## src/rtl/helen_mem_master_if.sv

```systemverilog
`default_nettype none
// ============================================================================
// Interface : helen_mem_master_if
// Brief     : Command handshake, status and memory bus of helen_mem_master.
// Revision  : 1.0 - initial release
// ============================================================================
interface helen_mem_master_if #(
    parameter int ADDR_W = 14,
    parameter int DATA_W = 16
);
    logic              cmd_valid;
    logic              cmd_ready;
    logic              cmd_op;
    logic [ADDR_W-1:0] cmd_base;
    logic [ADDR_W:0]   cmd_len;
    logic [DATA_W-1:0] cmd_seed;

    logic [ADDR_W-1:0] address;
    logic [1:0]        byteenable;
    logic              chipselect;
    logic              write;
    logic [DATA_W-1:0] writedata;
    logic [DATA_W-1:0] readdata;

    logic              busy;
    logic              done;
    logic [ADDR_W:0]   err_count;
    logic [ADDR_W-1:0] first_err_addr;

    modport master (
        input  cmd_valid, cmd_op, cmd_base, cmd_len, cmd_seed, readdata,
        output cmd_ready, address, byteenable, chipselect, write, writedata,
               busy, done, err_count, first_err_addr
    );

    modport slave (
        output cmd_valid, cmd_op, cmd_base, cmd_len, cmd_seed, readdata,
        input  cmd_ready, address, byteenable, chipselect, write, writedata,
               busy, done, err_count, first_err_addr
    );
endinterface
`default_nettype wire

```

## src/rtl/helen_mem_master.sv

```systemverilog
`default_nettype none
// ============================================================================
// Module   : helen_mem_master
// Brief    : Fills a memory window with an incrementing pattern or checks it,
//            counting mismatches and recording the first failing address.
// Revision : 1.0 - initial release
// ============================================================================
module helen_mem_master #(
    parameter int ADDR_W = 14,
    parameter int DATA_W = 16
) (
    input  wire logic          clk,
    input  wire logic          reset,
    helen_mem_master_if.master bus
);
    localparam logic [ADDR_W:0] c_LEN_MAX = {1'b1, {ADDR_W{1'b0}}};

    typedef enum logic [2:0] {
        S_IDLE  = 3'd0,
        S_FILL  = 3'd1,
        S_READ  = 3'd2,
        S_DRAIN = 3'd3,
        S_DONE  = 3'd4
    } state_t;

    state_t            r_state;
    state_t            w_state_next;

    logic [ADDR_W-1:0] r_addr;
    logic [DATA_W-1:0] r_pat;
    logic [ADDR_W:0]   r_remain;
    logic              r_cmp_valid;
    logic [ADDR_W-1:0] r_cmp_addr;
    logic [DATA_W-1:0] r_cmp_exp;
    logic [ADDR_W:0]   r_err_count;
    logic [ADDR_W-1:0] r_first_err;

    logic [ADDR_W:0]   w_len_clamped;
    logic              w_last;
    logic              w_accept;
    logic              w_cmd_ready;
    logic              w_busy;
    logic              w_done;
    logic              w_chipselect;
    logic              w_write;
    logic              w_mismatch;

    assign w_len_clamped = (bus.cmd_len > c_LEN_MAX) ? c_LEN_MAX : bus.cmd_len;
    assign w_last        = (r_remain == (ADDR_W+1)'(1));
    assign w_mismatch    = r_cmp_valid && (bus.readdata != r_cmp_exp);

    always_ff @(posedge clk) begin
        if (reset) begin
            r_state <= S_IDLE;
        end else begin
            r_state <= w_state_next;
        end
    end

    always_comb begin
        w_state_next = r_state;
        w_accept     = 1'b0;
        w_cmd_ready  = 1'b0;
        w_busy       = 1'b0;
        w_done       = 1'b0;
        w_chipselect = 1'b0;
        w_write      = 1'b0;
        case (r_state)
            S_IDLE: begin
                w_cmd_ready = 1'b1;
                if (bus.cmd_valid) begin
                    w_accept = 1'b1;
                    w_busy   = 1'b1;
                    if (w_len_clamped == '0) begin
                        w_state_next = S_DONE;
                    end else if (bus.cmd_op) begin
                        w_state_next = S_READ;
                    end else begin
                        w_state_next = S_FILL;
                    end
                end
            end
            S_FILL: begin
                w_busy       = 1'b1;
                w_chipselect = 1'b1;
                w_write      = 1'b1;
                if (w_last) begin
                    w_state_next = S_DONE;
                end
            end
            S_READ: begin
                w_busy       = 1'b1;
                w_chipselect = 1'b1;
                if (w_last) begin
                    w_state_next = S_DRAIN;
                end
            end
            S_DRAIN: begin
                w_busy       = 1'b1;
                w_state_next = S_DONE;
            end
            S_DONE: begin
                w_done       = 1'b1;
                w_state_next = S_IDLE;
            end
            default: begin
                w_state_next = S_IDLE;
            end
        endcase
        // Reset silences every strobe combinationally so an abort emits nothing.
        if (reset) begin
            w_accept     = 1'b0;
            w_cmd_ready  = 1'b0;
            w_busy       = 1'b0;
            w_done       = 1'b0;
            w_chipselect = 1'b0;
            w_write      = 1'b0;
        end
    end

    always_ff @(posedge clk) begin
        if (reset) begin
            r_addr      <= '0;
            r_pat       <= '0;
            r_remain    <= '0;
            r_cmp_valid <= 1'b0;
            r_cmp_addr  <= '0;
            r_cmp_exp   <= '0;
            r_err_count <= '0;
            r_first_err <= '0;
        end else begin
            r_cmp_valid <= 1'b0;
            if (w_accept) begin
                r_addr      <= bus.cmd_base;
                r_pat       <= bus.cmd_seed;
                r_remain    <= w_len_clamped;
                r_err_count <= '0;
                r_first_err <= '0;
            end else if (w_chipselect) begin
                r_addr   <= r_addr + ADDR_W'(1);
                r_pat    <= r_pat + DATA_W'(1);
                r_remain <= r_remain - (ADDR_W+1)'(1);
            end
            // Read data returns one cycle later, so carry address and expectation.
            if (w_chipselect && !w_write) begin
                r_cmp_valid <= 1'b1;
                r_cmp_addr  <= r_addr;
                r_cmp_exp   <= r_pat;
            end
            if (w_mismatch) begin
                r_err_count <= r_err_count + (ADDR_W+1)'(1);
                if (r_err_count == '0) begin
                    r_first_err <= r_cmp_addr;
                end
            end
        end
    end

    assign bus.cmd_ready      = w_cmd_ready;
    assign bus.busy           = w_busy;
    assign bus.done           = w_done;
    assign bus.chipselect     = w_chipselect;
    assign bus.write          = w_write;
    assign bus.byteenable     = 2'b11;
    assign bus.address        = reset ? '0 : r_addr;
    assign bus.writedata      = reset ? '0 : r_pat;
    assign bus.err_count      = reset ? '0 : r_err_count;
    assign bus.first_err_addr = reset ? '0 : r_first_err;

endmodule
`default_nettype wire

```

## src/flat_wrapper.sv

```systemverilog
// flat-port wrapper written by rule: the top's interface ports become plain ports
module helen_mem_master_flat 
#(
    parameter int ADDR_W = 14,
    parameter int DATA_W = 16
)
  (clk, reset, bus_cmd_valid, bus_cmd_op, bus_cmd_base, bus_cmd_len, bus_cmd_seed, bus_readdata, bus_cmd_ready, bus_address, bus_byteenable, bus_chipselect, bus_write, bus_writedata, bus_busy, bus_done, bus_err_count, bus_first_err_addr);
  helen_mem_master_if #(.ADDR_W(ADDR_W), .DATA_W(DATA_W)) bus_i ();
  input  wire logic clk;
  input  wire logic reset;
  input wire logic [$bits(bus_i.cmd_valid)-1:0] bus_cmd_valid;
  input wire logic [$bits(bus_i.cmd_op)-1:0] bus_cmd_op;
  input wire logic [$bits(bus_i.cmd_base)-1:0] bus_cmd_base;
  input wire logic [$bits(bus_i.cmd_len)-1:0] bus_cmd_len;
  input wire logic [$bits(bus_i.cmd_seed)-1:0] bus_cmd_seed;
  input wire logic [$bits(bus_i.readdata)-1:0] bus_readdata;
  output wire logic [$bits(bus_i.cmd_ready)-1:0] bus_cmd_ready;
  output wire logic [$bits(bus_i.address)-1:0] bus_address;
  output wire logic [$bits(bus_i.byteenable)-1:0] bus_byteenable;
  output wire logic [$bits(bus_i.chipselect)-1:0] bus_chipselect;
  output wire logic [$bits(bus_i.write)-1:0] bus_write;
  output wire logic [$bits(bus_i.writedata)-1:0] bus_writedata;
  output wire logic [$bits(bus_i.busy)-1:0] bus_busy;
  output wire logic [$bits(bus_i.done)-1:0] bus_done;
  output wire logic [$bits(bus_i.err_count)-1:0] bus_err_count;
  output wire logic [$bits(bus_i.first_err_addr)-1:0] bus_first_err_addr;
  assign bus_i.cmd_valid = bus_cmd_valid;
  assign bus_i.cmd_op = bus_cmd_op;
  assign bus_i.cmd_base = bus_cmd_base;
  assign bus_i.cmd_len = bus_cmd_len;
  assign bus_i.cmd_seed = bus_cmd_seed;
  assign bus_i.readdata = bus_readdata;
  assign bus_cmd_ready = bus_i.cmd_ready;
  assign bus_address = bus_i.address;
  assign bus_byteenable = bus_i.byteenable;
  assign bus_chipselect = bus_i.chipselect;
  assign bus_write = bus_i.write;
  assign bus_writedata = bus_i.writedata;
  assign bus_busy = bus_i.busy;
  assign bus_done = bus_i.done;
  assign bus_err_count = bus_i.err_count;
  assign bus_first_err_addr = bus_i.first_err_addr;
  helen_mem_master #(.ADDR_W(ADDR_W), .DATA_W(DATA_W)) u_core (.clk(clk), .reset(reset), .bus(bus_i));
endmodule
```

## config.mk

```make
export PLATFORM = sky130hd
export DESIGN_NAME = helen_mem_master_flat
export DESIGN_NICKNAME = d
export VERILOG_FILES = /design/src/rtl/helen_mem_master_if.sv /design/src/rtl/helen_mem_master.sv /design/src/flat_wrapper.sv
export SDC_FILE = /design/constraint.sdc
export NUM_CORES = 1
export LEC_CHECK = 0
export BUFFER_PORTS_ARGS = -buffer_cell sky130_fd_sc_hd__buf_4
export CORE_UTILIZATION = 50
export CTS_CLUSTER_DIAMETER = 200
export DETAILED_ROUTE_END_ITERATION = 10
export PLACE_DENSITY = 0.75
export REMOVE_ABC_BUFFERS = 1
export SETUP_SLACK_MARGIN = 0.1
export SKIP_LAST_GASP = 1
export SLEW_MARGIN = 20
export SYNTH_ARGS = -nofsm -noshare
export SYNTH_HDL_FRONTEND = slang
export SYNTH_SLANG_ARGS = --single-unit
```

## constraint.sdc

```tcl
create_clock -name clk -period 2.15 [get_ports clk]
set_input_delay 0 -clock clk [delete_from_list [all_inputs] [get_ports clk]]
set_output_delay 0 -clock clk [all_outputs]
set_load 0.01 [all_outputs]
```

==> metrics.md <==
| Metric | Value |
|---|---|
| Run status | `complete, no violations` |
| CTS H-tree depth | `3` |
| Cell area power density | `772 nW/µm²` |
| Number of setup violations in the final report | `0` |
| Synth warnings | `0` |
| Maximum number of pins on one net before global-route repair | `99` |
| Wire length reported by the detailed router | `17.3 mm` |
| Relative contribution of sequential cells to total power | `0.412` |
| Via density | `5.81` |
| Number of max-capacitance violations reported | `0` |
| Number of max-slew violations in the final report | `0` |
| Initial antenna violation count | `1` |
| Post-detailed-route wirelength per cell | `16.4 µm` |
| Top-Level Pins | `131` |
| Arrival time of data at the critical path endpoint | `2.17 ns` |
| Clock Pin Slew Worst Setup and Hold Paths | `0.07 ns` |
| Fraction of synthesized cell area taken by the top area cell type | `0.372` |
| Worst endpoint required time | `2.38 ns` |
| Max_slew headroom | `0.590` |
| Fraction of the yosys area taken by sequential cells | `0.372` |
| Most frequent cells in the layout | `149 x buf_4, 109 x nand2_1, 108 x dfxtp_1, 57 x nor2b_1, 57 x a21oi_1` |
| Worst Min Path Start | `bus_cmd_valid` |
| Static Leakage | `2.92 nW` |
| Total of fill cells in the finished design | `929` |
| Reported net switching power | `2.01 mW` |
| Number of antenna-violating nets in the routed design | `0` |
| FMAX | `516 MHz` |
| Transition time at the pin with the least slew margin | `0.610 ns` |
| Clock period minus worst slack | `1.94 ns` |
| Clock Latency Late Sink | `0.35 ns` |
| Synthesized area per cell | `7.75 µm²` |
| I/O Buffers | `128` |
| Destination of the worst register-to-register timing path | `u_core.r_remain[13]$_SDFFE_PP0P_` |
| Combined global-route utilization of all metal layers | `0.294` |
| Layout Utilization | `0.680` |
| #FFs+latches synth | `108` |
| Tightest hold margin | `0.0757 ns` |
| Largest fanout on the critical path | `20` |
| Top routing layer in use | `met4` |
| Buffer cell driving the clock tree root | `clkbuf_16` |
| Maximum buffer depth of the clock tree | `2` |
| Area of the mapped netlist | `5820 µm²` |
| Share of cells above drive strength 1 | `0.198` |
| FF-to-FF path depth | `7` |
| Path type of the worst setup path | `flip-flop to flip-flop` |
| Number of iterations in the first detailed-routing pass | `5` |
| Number of rows in the core area | `39` |
| Setup bufs post-CTS | `0` |
| Worst reg2reg setup slack | `0.21 ns` |
| Endpoint of the worst hold-timing path | `u_core.r_state[1]$_SDFFE_PP0P_` |
| Commonest non-fill, non-tap cell in the layout | `buf_4` |
| Vias in the first global route | `5735` |
| Async S/R FF share, synth | `0` |
| Area Growth Syn to Fin | `32.9%` |
| Die area | `12100 µm²` |
| Critical path startpoint category | `flip-flop` |
| CTS tree | `done` |
| Synthesized netlist cell count | `751` |
| Count of unique library cells instantiated by Yosys | `58` |
| Vert. Die Dim | `110 µm` |
| Die Wd | `110 µm` |
| Internal power summed over all cells | `3.95 mW` |
| Largest cells by area after synthesis | `dfxtp_1 37%, nand2_1 7.1%, nor2b_1 6.1%` |
| Metal1 wirelength | `7.32 mm` |
| Setup repair after global routing missed its margin | `yes` |
| Number of flops mapped to enable cells by yosys | `0` |
| Path category of the worst min-delay check | `input pin to flip-flop` |
| Count of placed standard cells in the final layout, fillers left out | `1056` |
| Comb power frac | `0.299` |
| Library cell with the largest summed area after synthesis | `dfxtp_1` |
| Max Clock Skew | `0.00641 ns` |
| Final number of hold-violating endpoints | `0` |
| Final net count | `978` |
| Switching Fraction | `0.337` |
| Hold path cells | `3` |
| Leftover overflow at the end of global routing | `0` |
| Peak ir drop on the vdd network | `0.537 mV` |
| Overall via count from detail_route | `6135` |
| TritonCTS sink count | `108` |
| DP HPWL | `11.6 mm` |
| Routability congestion estimate from global placement | `0.886` |
| Number of DRC markers after the initial detailed-route iteration | `529` |
| Clock buffers created by TritonCTS | `9` |
| Initial core utilization | `0.512` |
| Number of instances in the placed design | `992` |
| DRC errors left | `0` |
| Crit share post-route | `0.901` |
| Metal3 WL | `936 µm` |
| Start of the worst register-to-register path | `u_core.r_state[1]$_SDFFE_PP0P_` |
| Flip-flop cell with the highest count after synthesis | `dfxtp_1` |
| Core outline area | `11400 µm²` |
| Wire length of the first global-routing pass | `27.6 mm` |
| Met2 layer wire length in the routed design | `8.65 mm` |
| Clock network fraction of design power | `0.289` |
| Critical path capture point type | `flip-flop` |
| Total power of the final layout | `5.97 mW` |
==> critical path, cell delays in order, from the launching register on <==
cell and delay (ns):
dfxtp_1 0.36, buf_4 0.20, nor4_4 0.36, nand2_2 0.24, buf_4 0.27, o31a_1 0.13, a21oi_1 0.17, a21oi_1 0.08
==> routing by layer <==
metal / up-vias / GRT usage
met5: - / 0
met4: 0 / 0.120
met3: 39 / 0.0332
met2: 235 / 0.498
met1: 2887 / 0.379
li1: 2974 / -
==> cell usage after synthesis, drive strengths merged, types with 2 or more instances <==
cell type and count:
o22ai 3, inv 26, clkbuf 37, or3 10
and2 4, nand2 111, a22oi 2, mux2 3
ha 6, o211ai 17, nand3b 2, o21ai 31
mux2i 2, dfxtp 108, or4 3, and3 7
o21a 3, o31ai 3, a22o 2, nor4b 3
nor3 18, o41ai 15, a21oi 57, nor2 43
a222oi 4, a31oi 12, a211oi 8, nand3 45
and4 2, nand4 14, nor2b 57, buf 17
xnor2 24, o31a 3, nor3b 4, nor4 19
a221oi 2, xor2 12
==> layout make-up <==
cell class	count	area [µm²]	area share
Sequential cell	108	2160	0.280
Clock inverter	3	43.8	0.00566
Inverter	26	101	0.0131
Clock buffer	13	260	0.0337
Timing Repair Buffer	198	1630	0.211
Tap cell	143	179	0.0231
Multi-Input combinational cell	564	3350	0.434
Antenna cell	1	2.50	0.000324
==> state kept, by name (all words and copies together) (netlist names) <==
name,cells
u_core.r_state,3
u_core.r_pat,16
u_core.r_err_count,15
u_core.r_cmp_exp,16
u_core.r_cmp_addr,14
u_core.r_first_err,14
u_core.r_addr,14
u_core.r_cmp_valid,1
u_core.r_remain,15
==> how the worst max path moves through the flow <==
stage,endpoint,slack [ns],start
6_report,u_core.r_remain[13]$_SDFFE_PP0P_,0.21,u_core.r_state[1]$_SDFFE_PP0P_
4_1_cts,u_core.r_pat[10]$_SDFFE_PP0P_,0.21,u_core.r_state[0]$_SDFFE_PP0P_
3_3_place_gp,u_core.r_remain[13]$_SDFFE_PP0P_,0.27,u_core.r_state[1]$_SDFFE_PP0P_
3_5_place_dp,u_core.r_remain[13]$_SDFFE_PP0P_,0.15,u_core.r_state[1]$_SDFFE_PP0P_
5_1_grt,u_core.r_addr[9]$_SDFFE_PP0P_,0.06,u_core.r_state[0]$_SDFFE_PP0P_
2_1_floorplan,u_core.r_first_err[0]$_SDFF_PP0_,-1.08,u_core.r_cmp_exp[9]$_SDFFE_PP0P_
==> cells by family (layout without fill, tap and decap cells) <==
| family | Yosys count | count (layout) | synth area share |
|---|---|---|---|
| and+or+nand+nor | 346 | 346 | 0.303 |
| AOI/OAI and AO/OA | 169 | 169 | 0.188 |
| DFF | 108 | 108 | 0.372 |
| buffers and inverters | 80 | 240 | 0.0598 |
| xor gates and xnor gates | 36 | 36 | 0.0555 |
| adders and majority gates | 6 | 6 | 0.0129 |
| muxes | 5 | 5 | 0.00925 |
| other | 1 | 3 | 0.000645 |
==> power groups by stage <==
stage / Combinational [mW] / Clock [mW] / Sequential, mW
floorplan: 1.01 / 0 / 2.43
global placement: 1.63 / 0 / 2.47
detailed placement: 1.67 / 0 / 2.49
CTS: 1.75 / 1.73 / 2.45
global route: 1.96 / 1.82 / 2.48
finish: 1.78 / 1.73 / 2.46
==> repair_timing <==
item,in CTS,in global routing
resized for setup,1,4
endpoints found under the hold margin,47,0
setup endpoints to repair,1,12
pin swaps,0,1
hold buffers,47,0
cloned,0,0
==> metrics by stage <==
| stage | area (µm²) | setup slack, ns | setup TNS (ns) |
|---|---|---|---|
| after CTS | 7700 | 0.207 | 0 |
| after global routing | 7730 | 0.0609 | 0 |
| after global placement | 6920 | 0.273 | 0 |
| final | 7730 | 0.212 | 0 |
| after floorplan | 5570 | -1.08 | -44.20 |
| after detailed placement | 6920 | 0.148 | 0 |
Power figures use the tool's default switching activity.
